<file path="src/rtl/ifetch_ctrl_pkg.sv">
// Shared types and constants for the instruction-fetch controller.
package ifetch_ctrl_pkg;

  typedef logic [31:0] u32;
  typedef logic [63:0] u64;

  localparam u64 PC_RESET = 64'h8000_0000;

  typedef enum logic [1:0] {
    REQ,
    HOLD,
    DISCARD
  } ifetch_state_t;

endpackage

</file>
<file path="src/rtl/ifetch_ctrl.sv">
// Instruction-fetch controller: owns the fetch PC, keeps one bus request in flight,
// holds its output slot under stall and drops wrong-path responses after a redirect.
module ifetch_ctrl
  import ifetch_ctrl_pkg::*;
#(
  parameter logic [63:0] RESET_PC = PC_RESET
) (
  input  logic        clk,
  input  logic        reset,
  output logic        ireq_valid,
  output logic [63:0] ireq_addr,
  input  logic        iresp_data_ok,
  input  logic [31:0] iresp_data,
  input  logic        stall,
  input  logic        redirect,
  input  logic [63:0] redirect_pc,
  output logic        ivalid,
  output logic [31:0] raw_instr,
  output logic [63:0] pc
);

  ifetch_state_t state_q, state_d;
  u64            pc_q, pc_d;
  u64            stale_q, stale_d;
  logic          ivalid_q, ivalid_d;
  u32            raw_instr_q, raw_instr_d;
  u64            pc_out_q, pc_out_d;

  always_comb begin
    state_d     = state_q;
    pc_d        = pc_q;
    stale_d     = stale_q;
    ivalid_d    = ivalid_q;
    raw_instr_d = raw_instr_q;
    pc_out_d    = pc_out_q;
    case (state_q)
      REQ: begin
        if (redirect) begin
          pc_d = redirect_pc;
          // Without a response the old request is still on the bus and must be drained.
          if (!iresp_data_ok) begin
            stale_d = pc_q;
            state_d = DISCARD;
          end
        end else if (iresp_data_ok) begin
          raw_instr_d = iresp_data;
          pc_out_d    = pc_q;
          ivalid_d    = 1'b1;
          pc_d        = pc_q + 64'd4;
          state_d     = HOLD;
        end
      end
      HOLD: begin
        if (redirect) begin
          ivalid_d = 1'b0;
          pc_d     = redirect_pc;
          state_d  = REQ;
        end else if (!stall) begin
          ivalid_d = 1'b0;
          state_d  = REQ;
        end
      end
      DISCARD: begin
        if (redirect) pc_d = redirect_pc;
        if (iresp_data_ok) state_d = REQ;
      end
      default: state_d = REQ;
    endcase
  end

  always_ff @(posedge clk or negedge reset) begin
    if (!reset) begin
      state_q     <= REQ;
      pc_q        <= RESET_PC;
      stale_q     <= '0;
      ivalid_q    <= 1'b0;
      raw_instr_q <= '0;
      pc_out_q    <= '0;
    end else begin
      state_q     <= state_d;
      pc_q        <= pc_d;
      stale_q     <= stale_d;
      ivalid_q    <= ivalid_d;
      raw_instr_q <= raw_instr_d;
      pc_out_q    <= pc_out_d;
    end
  end

  assign ireq_valid = (state_q != HOLD);
  assign ireq_addr  = (state_q == DISCARD) ? stale_q : pc_q;
  assign ivalid     = ivalid_q;
  assign raw_instr  = raw_instr_q;
  assign pc         = pc_out_q;

endmodule

</file>
<file path="config.mk">
export PLATFORM = sky130hd
export DESIGN_NAME = ifetch_ctrl
export DESIGN_NICKNAME = d
export VERILOG_FILES = /design/src/rtl/ifetch_ctrl_pkg.sv /design/src/rtl/ifetch_ctrl.sv
export SDC_FILE = /design/constraint.sdc
export NUM_CORES = 1
export LEC_CHECK = 0
export CAP_MARGIN = 10
export CORE_AREA = 3 3 173 175
export CTS_CLUSTER_DIAMETER = 120
export CTS_CLUSTER_SIZE = 10
export DETAILED_ROUTE_END_ITERATION = 12
export DIE_AREA = 0 0 176 178
export PLACE_DENSITY = 0.68
export SLEW_MARGIN = 25
export SYNTH_ARGS = -nofsm -noshare
export SYNTH_HDL_FRONTEND = slang
export SYNTH_SLANG_ARGS = --single-unit
</file>
<file path="constraint.sdc">
create_clock -name clk -period 2.05 [get_ports clk]
set_input_delay 0.41 -clock clk [delete_from_list [all_inputs] [get_ports clk]]
set_output_delay 0.41 -clock clk [all_outputs]
set_load 0.005 [all_outputs]
</file>
# After elaboration in Yosys (flattened, before gate mapping)
# Index checks and enable logic that the tools add are counted.
# op_classes
add_sub_neg,1
eq_ne,10
muxes,17
bitwise,2
reduce_logical,9
# op_table
operator,count
64-bit 2-to-1 mux,4
64-bit one-hot mux with 2 select lines,1
"64-bit by 3-bit adder with 64-bit output, second input constant",1
2-bit 2-to-1 mux,6
"3-bit inequality test, second input constant",3
3-bit AND reduction,3
4-bit AND reduction,2
"2-bit inequality test, second input constant",3
2-bit one-hot mux with 3 select lines,1
1-bit 2-to-1 mux,4
"2-bit by 1-bit inequality test with 1-bit output, second input constant",2
2-bit nonzero test,2
"2-bit by 1-bit == test with 1-bit output, second input constant",1
"2-bit == test, second input constant",1
2-bit logical NOT,1
1-bit inverter,2
1-bit one-hot mux with 2 select lines,1
2-bit OR reduction,1
# totals
regBits,227
in_bits,101
output_inout_bits,162
elab_cells,45

# Depth between registers and ports, before layout
# Gate-level depths: netlist of the first run.
# logic_depth
word_depth,4
ltp_mapped,11
ltp_nobuf,7

# Least setup slack after synthesis of the first run
# OpenSTA, ideal clock, no wires.
# synth_timing
kind,register -> register
startpoint,reg state_q[0]
endpoint,reg pc_q[29]
setup_ns,0.121
t_arrival_ns,2.135
required_ns,1.929
slack_ns,-0.206
stages_incl_launch_ff,10
n_path_buf,3
period_less_slack_ns,2.256
path_cell_list,dfrtp_1 inv_1 ha_1 or2_2 clkbuf_1 o21ai_1 clkbuf_1 buf_1 a21oi_1 o22a_1
# synth_via
elab_chain_len,4
elab_cells_between_ends,9
# synth_lines
element,line,text
from (decl),ifetch_ctrl.sv:22,"ifetch_state_t state_q, state_d;"
from (signal assigned),ifetch_ctrl.sv:80,state_q <= state_d;
2-bit == test / 2-bit by 1-bit == test with 1-bit output (equally long branches),ifetch_ctrl.sv:36,case (state_q)
2-bit OR reduction (no line),n/a,
2-bit by 1-bit inequality test with 1-bit output (no line) / 2-bit nonzero test (equally long branches),n/a,
3-bit AND reduction (no line),n/a,
to (signal assigned),ifetch_ctrl.sv:81,pc_q <= pc_d;
to (decl),ifetch_ctrl.sv:23,"u64 pc_q, pc_d;"
# Several ways; a longest one is shown, not always the timed one.
# A chain may end at the register's enable or synchronous reset.

# Worst setup path in the final report of the first run
# layout_timing
startpoint,reg state_q[1]
endpoint,out ireq_addr[35]
# layout_via
elab_chain_len,2
# layout_lines
element,line,text
2-bit == test,ifetch_ctrl.sv:90,assign ireq_addr = (state_q == DISCARD) ? stale_q : pc_q;
64-bit 2-to-1 mux,ifetch_ctrl.sv:90,
to (decl),ifetch_ctrl.sv:11,"output logic [63:0] ireq_addr,"
# No other way between the ends.

==> impl_metrics.yaml, run 1 <==
outcome:
  status: "complete, but fails checks"
  violations: "setup timing"
synth:
  netlist_area_um2: 11300
  synth_cell_types: 61
  async_flop_share_pct: 100
  synthFlopType: "dfrtp_1"
  synth.avg_cell_area_um2: 11.1
  ys_top_cells_by_area: "dfrtp_1 50%, mux2_2 21%, nand2_1 2.2%, clkbuf_1 2.2%, nand3_1 2.1%"
  synth.most_common_cell: "dfrtp_1"
  synth-seq-cells: 227
  yosysTopAreaCell: "dfrtp_1"
  yosysSeqAreaShare_pct: 50.1
  netlist_instances: 1019
  synth_edf_count: 0
  netlist.area_leader.share_pct: 49.9
  ys.warnings.count: 0
  syn_nets: 1124
  yosys-top-cells-count: "226 x dfrtp_1, 214 x mux2_2, 67 x nand2_1, 65 x clkbuf_1, 57 x nor2_1"
sta:
  maxSlewViolCount: 0
  rsz0062_at_grt: "true"
  finalCritPeriodShare_pct: 123
  max_slew.worst_pin.slew_ns: 0.506
  finalClockSkew_ns: 0.0254
  whs_ns: 0.350
  relSlewSlack_pct: 66.1
  min_period_ns: 2.52
  setup_viol: 114
  setup_slack_ns: -0.466
  max_freq_ghz: 0.398
  hold_viol: 0
drt:
  drt_wl_total_mm: 41.0
  drtAntennaViolNets: 0
  viasPerCell: 5.71
  dr.pass1.iters: 5
  drc_errors: 0
  vias: 10700
  drtIter0Drc: 975
  wl_per_cell_um: 22.0
placed_design:
  post-place-ws_ns: -0.247
  gp_congestion: 0.935
  port_buffers: 262
  hpwlAfterDp_mm: 26.7
power_and_ir_drop:
  seq_power_share_pct: 27.8
  p_leak_nw: 7.70
  power_density_nw_per_um2: 1680
  comb_power_share_pct: 58.7
  p_sw_mw: 11.0
  p_int_mw: 19.7
  total_power_mw: 30.7
  p_sw_share_pct: 35.8
  peakVddDrop_mv: 0.905
  clkPwrFrac_pct: 13.5
global_route:
  grt_max_degree: 58
  grt_antenna_before_repair: 2
  grt_pass1_vias: 10400
  busiest_layer: "met2"
  met1_usage_pct: 30.7
  met2_usage_pct: 39.3
  grt_usage_pct: 23.8
  grt.overflow.total: 0
  grt_first_pass_wirelength_mm: 59.0
  grt_use_met3_pct: 6.22
floorplan:
  dieArea_um2: 31300
  io_pins: 263
  dieWidth_um: 176
  rows: 62
  core_um2: 28600
  initial_core_util_pct: 39.6
  die_h_um: 178
worst_setup_path:
  r2r_slack_ns: -0.19
  crit_fanout: 5
  cp.required_ns: 1.64
  cp-end-kind: "output port"
  crit_path_start_kind: "flip-flop"
  criticalPathCategory: "reg -> out"
  crit-reg2reg-launch: "state_q[0]"
  startpoint: "state_q[1]"
  cp.arrival_ns: 2.11
cts:
  cts_htree_levels: 1
  cts.path.max_buffers: 3
  clkTransAtPathRegs_ns: 0.06
  cts_buffers: 26
  cts_tree: "built"
  insertion_delay_ns: 0.55
  cts.sinks: 227
  cts_root_buf: "clkbuf_16"
worst_hold_path:
  min_path_type: "in -> async"
final_layout:
  final_nets: 1574
  fillers: 2242
  area_delta_synth_final_pct: 60.9
  drive_above_1_share_pct: 44.7
run:
  maxCapViolCount: 0
per-layer routing:
| metal | up-vias | share of wire (%) |
|---|---|---|
| li1 | 4697 | - |
| met1 | 5312 | 40 |
| met2 | 541 | 48 |
| met3 | 103 | 9.0 |
| met4 | 2 | 3.2 |
| met5 | - | 0.049 |
flip-flops by register name (all words and copies together) (netlist names):
| register | flops |
|---|---|
| raw_instr | 32 |
| stale_q | 64 |
| pc_q | 64 |
| state_q | 2 |
| ivalid | 1 |
| pc | 64 |
layout by cell type, fill, tap and decap left out, types with 10 or more instances in the layout:
master	synthesis	routed
nor2_2	0	11
buf_4	1	154
nand4_1	32	32
buf_12	0	32
mux2_4	0	47
nor3_1	17	11
clkbuf_2	0	16
nand2_1	67	61
dfrtp_1	226	225
clkbuf_16	0	36
a21oi_1	37	28
nor2_1	57	43
mux2_2	214	167
and4_1	11	10
nand3_2	0	10
clkdlybuf4s50_1	0	196
clkbuf_1	65	11
nand3_1	48	37
buf_6	0	75
a31oi_1	13	13
o22ai_1	15	12
o21ai_0	28	16
kinds of logic (layout without fill, tap and decap cells):
group	Yosys count	after routing	synth area share, %
AOI/OAI and AO/OA	176	176	10.6
xor gates and xnor gates	1	1	0.0773
adders and majority gates	4	4	0.442
buffers and inverters	100	560	3.40
DFF	227	227	50.1
muxes	216	216	21.4
other	0	2	0
and+or+nand+nor	295	296	13.9
final cells by class:
| type | instances | area [µm²] | share of cell area [%] |
|---|---|---|---|
| antenna | 2 | 5.00 | 0.0275 |
| clock buffer | 37 | 692 | 3.80 |
| clock inverter | 2 | 21.3 | 0.117 |
| inverter | 9 | 36.3 | 0.199 |
| multi-input combinational | 693 | 6030 | 33.1 |
| sequential | 227 | 5680 | 31.2 |
| tap | 384 | 480 | 2.64 |
| timing repair buffer | 512 | 5290 | 29.0 |
what timing repair did:
action,CTS,global route
hold buffers,1,0
gates cloned,7,12
endpoints found under the hold margin,33,0
endpoints found under the setup margin,76,178
pin swaps,9,49
gates resized for setup,292,214
setup buffers,29,42
critical path, cell delays in order, from the launching register on:
cell and delay, ns:
dfrtp_1 0.42, ha_4 0.21, buf_12 0.13, buf_12 0.13
buf_16 0.13, buf_6 0.12, mux2_4 0.30, buf_6 0.12
metrics by stage:
step | utilization [%] | cell area, µm² | instances | TNS [ns]
floorplan | - | 11400 | 1019 | -0.0922
global placement | 54.7 | 15700 | 1744 | -23.87
detailed placement | 54.7 | 15700 | 1744 | -27.36
CTS | 59.8 | 17100 | 1820 | -26.75
global route | 63.7 | 18200 | 1865 | -36.32
finish | 63.7 | 18200 | 1866 | -27.68
final timing paths:
kind	to	cells past startpoint
worst max-delay path	ireq_addr[35]	7
worst min-delay path	raw_instr[5]	2
worst max register to register	pc_q[45]	10
worst min register to register	pc[25]	2
max in group asynchronous	pc[37]	3
min in group clk	pc_q[1]	3
power by group through the flow:
stage          Sequential, mW  Combinational [mW]  Clock (mW)
6_report                 8.53                18.0        4.14
5_1_grt                  8.79                19.1        4.39
3_3_place_gp             8.34                14.2           0
4_1_cts                  8.40                15.6        4.23
3_5_place_dp             8.41                14.3           0
2_1_floorplan            8.03                6.67           0
Power figures use the tool's default switching activity.
==> run 2: changes to the inputs <==
--- a/config.mk
+++ b/config.mk
@@ -5,12 +5,13 @@
 export SDC_FILE = /design/constraint.sdc
 export NUM_CORES = 1
 export LEC_CHECK = 0
+export ABC_AREA = 1
 export CAP_MARGIN = 10
-export CORE_AREA = 3 3 173 175
+export CORE_AREA = 3 3 177 179
 export CTS_CLUSTER_DIAMETER = 120
 export CTS_CLUSTER_SIZE = 10
 export DETAILED_ROUTE_END_ITERATION = 12
-export DIE_AREA = 0 0 176 178
+export DIE_AREA = 0 0 180 182
 export PLACE_DENSITY = 0.68
 export SLEW_MARGIN = 25
 export SYNTH_ARGS = -nofsm -noshare
==> run 2 against run 1 <==
Compared with the run above: the flow still finishes with violations (setup timing); die area up 4.6%; sequential power down 1%; final cell count up 26%; global-route usage up 1.5 points; synthesized cell count up 56%; first-iteration DRC count down 8.8%; combinational power down 16%; design area down 6.1%; sequential share of layout area up 2.0 points; via count up 14%; critical path type unchanged; largest power group unchanged.
==> impl_metrics.yaml, run 2 <==
global_route:
  grt.overflow.total: 0
  grt_usage_pct: 25.3
  grt_pass1_vias: 11800
  grt_first_pass_wirelength_mm: 66.8
  grt_antenna_before_repair: 2
  grt_max_degree: 67
power_and_ir_drop:
  seq_power_share_pct: 30.5
  peakVddDrop_mv: 0.732
  p_sw_share_pct: 41.2
  comb_power_share_pct: 54.6
  p_int_mw: 16.2
  total_power_mw: 27.6
  power_density_nw_per_um2: 1610
  p_sw_mw: 11.4
  p_leak_nw: 8.08
  clkPwrFrac_pct: 14.9
synth:
  yosysTopAreaCell: "dfrtp_1"
  async_flop_share_pct: 100
  synth_edf_count: 0
  ys_top_cells_by_area: "dfrtp_1 48%, nand2_1 16%, o21ai_0 10%, nor2_1 5.7%, inv_1 4.3%"
  netlist.area_leader.share_pct: 47.5
  synth-seq-cells: 227
  yosysSeqAreaShare_pct: 47.7
  synth.avg_cell_area_um2: 7.46
  ys.warnings.count: 0
  synthFlopType: "dfrtp_1"
  netlist_area_um2: 11900
  syn_nets: 1699
  synth.most_common_cell: "nand2_1"
  synth_cell_types: 32
  yosys-top-cells-count: "506 x nand2_1, 241 x o21ai_0, 226 x dfrtp_1, 182 x nor2_1, 135 x inv_1"
  netlist_instances: 1594
drt:
  drtAntennaViolNets: 0
  drc_errors: 0
  drt_wl_total_mm: 43.3
  drtIter0Drc: 889
  vias: 12100
  wl_per_cell_um: 18.5
  dr.pass1.iters: 5
  viasPerCell: 5.17
worst_hold_path:
  min_path_type: "in -> async"
cts:
  insertion_delay_ns: 0.54
  cts_htree_levels: 1
  cts_tree: "built"
  cts.sinks: 227
  cts_root_buf: "clkbuf_16"
  clkTransAtPathRegs_ns: 0.06
  cts.path.max_buffers: 3
  cts_buffers: 26
worst_setup_path:
  crit_family: "buffers and inverters"
  crit_chain: "inv_2 -> ha_4 -> buf_12 -> buf_16 -> buf_8 -> buf_6 -> buf_6 -> o21ai_2 -> buf_2"
  crit-reg2reg-launch: "state_q[0]"
  critical_path.reg2reg.endpoint: "state_q[1]"
  cp_slowest_stage_delay_ns: 0.36
  reg2regPathDepth: 11
  crit_slowest_cell: "dfrtp_1"
  cp.required_ns: 1.64
  r2r_slack_ns: 0.12
  crit_fanout: 6
  cp-end-kind: "output port"
  cp.arrival_ns: 1.99
  crit_path_start_kind: "flip-flop"
  cp_common_cell: "buf_6"
  cp_num_buf_inv: 7
  criticalPathCategory: "reg -> out"
placed_design:
  port_buffers: 262
  gp_congestion: 0.967
  hpwlAfterDp_mm: 31.0
  post-place-ws_ns: -0.113
sta:
  hold_viol: 0
  finalClockSkew_ns: 0.0111
  relSlewSlack_pct: 63.0
  maxSlewViolCount: 0
  whs_ns: 0.375
  max_slew.worst_pin.slew_ns: 0.551
  rsz0062_at_grt: "true"
  min_period_ns: 2.40
  finalCritPeriodShare_pct: 117
  max_freq_ghz: 0.416
  setup_viol: 64
  tns_ns: -15.53
  setup_slack_ns: -0.354
floorplan:
  rows: 63
  io_pins: 263
  dieWidth_um: 180
  die_h_um: 182
  dieArea_um2: 32800
  initial_core_util_pct: 40.0
  core_um2: 29700
final_layout:
  fillers: 2701
  fin_util_pct: 57.6
  drive_above_1_share_pct: 19.3
  final_nets: 2048
  area_delta_synth_final_pct: 43.9
  layout_commonest_cell: "nand2_1"
  final_cell_mix: "485 x nand2_1, 226 x dfrtp_1, 196 x clkdlybuf4s50_1"
outcome:
  violations: "setup timing"
  status: "complete, but fails checks"
run:
  maxCapViolCount: 0
run 2: cell count changes after synthesis, sizes merged, moves of 27 or more:
cell / previous run / this run
inv: 9 / 139
o21ai: 29 / 253
nand2: 67 / 517
nand3: 48 / 75
nor2: 57 / 204
mux2: 214 / 32
run 2: repair_timing:
item                                    in CTS  in global routing
pin swaps                                   24                 20
buffers inserted                            28                 15
endpoints found under the setup margin      65                 96
gates resized for setup                    402                 80
hold buffers                                 1                  0
endpoints found under the hold margin       36                  0
gates cloned                                 7                  3
run 2: final cells by class:
type / instances / area, µm² / share of cell area (%)
Clock inverter: 2 / 21.3 / 0.124
Inverter: 139 / 527 / 3.08
Clock buffer: 38 / 696 / 4.06
Multi-Input combinational cell: 1156 / 5830 / 34.1
Sequential cell: 227 / 5680 / 33.2
Tap cell: 390 / 488 / 2.85
Timing Repair Buffer: 393 / 3870 / 22.6
Antenna cell: 1 / 2.50 / 0.0146
run 2: kinds of logic (layout without fill, tap and decap cells):
logic type | count (synthesis) | count (layout) | share of synthesized area [%]
compound gates | 298 | 298 | 13.0
xor+xnor | 8 | 8 | 0.589
fa+ha+maj | 4 | 4 | 0.421
buf+inv | 211 | 572 | 7.01
flops | 227 | 227 | 47.7
mux | 32 | 32 | 3.03
other cells | 0 | 1 | 0
simple gates | 814 | 814 | 28.2
run 2: power groups by stage:
stage	clock network, mW	logic [mW]	registers, mW
global placement	0	13.0	8.28
detailed placement	0	13.3	8.36
global route	4.41	16.5	8.68
CTS	4.20	14.2	8.31
finish	4.12	15.1	8.42
floorplan	0	6.38	8.01
run 2: worst max path at each step:
stage               endpoint  startpoint  slack (ns)  cells past startpoint
2_1_floorplan  ireq_addr[42]  state_q[0]        0.19                      7
3_3_place_gp   ireq_addr[24]  state_q[0]        -0.1                      5
3_5_place_dp   ireq_addr[24]  state_q[0]       -0.11                      6
4_1_cts        ireq_addr[17]  state_q[1]       -0.40                      8
5_1_grt        ireq_addr[17]  state_q[0]       -0.42                      9
6_report       ireq_addr[17]  state_q[0]       -0.35                      9
run 2: through the flow:
| stage | instances | instance area (µm²) |
|---|---|---|
| final | 2346 | 17100 |
| after global routing | 2346 | 17100 |
| after CTS | 2334 | 16800 |
| after detailed placement | 2258 | 15600 |
| after global placement | 2258 | 15600 |
| after floorplan | 1594 | 11900 |
run 2: metal layers:
layer | up-vias | track usage (%) | routed length, µm | share of wire, %
met4 | 2 | 7.18 | 1270 | 2.9
li1 | 5811 | - | - | -
met2 | 450 | 41.3 | 20000 | 46
met5 | - | 0 | 15 | 0.035
met1 | 5779 | 34.8 | 19100 | 44
met3 | 78 | 4.55 | 2910 | 6.7
run 2: worst reg2reg max path: cells and delay by family (launching register included):
kind / cells / cell delay [ns]
DFF: 1 / 0.36
and+or+nand+nor: 1 / 0.10
AOI/OAI and AO/OA: 3 / 0.42
adders and majority gates: 1 / 0.20
buffers and inverters: 6 / 0.70
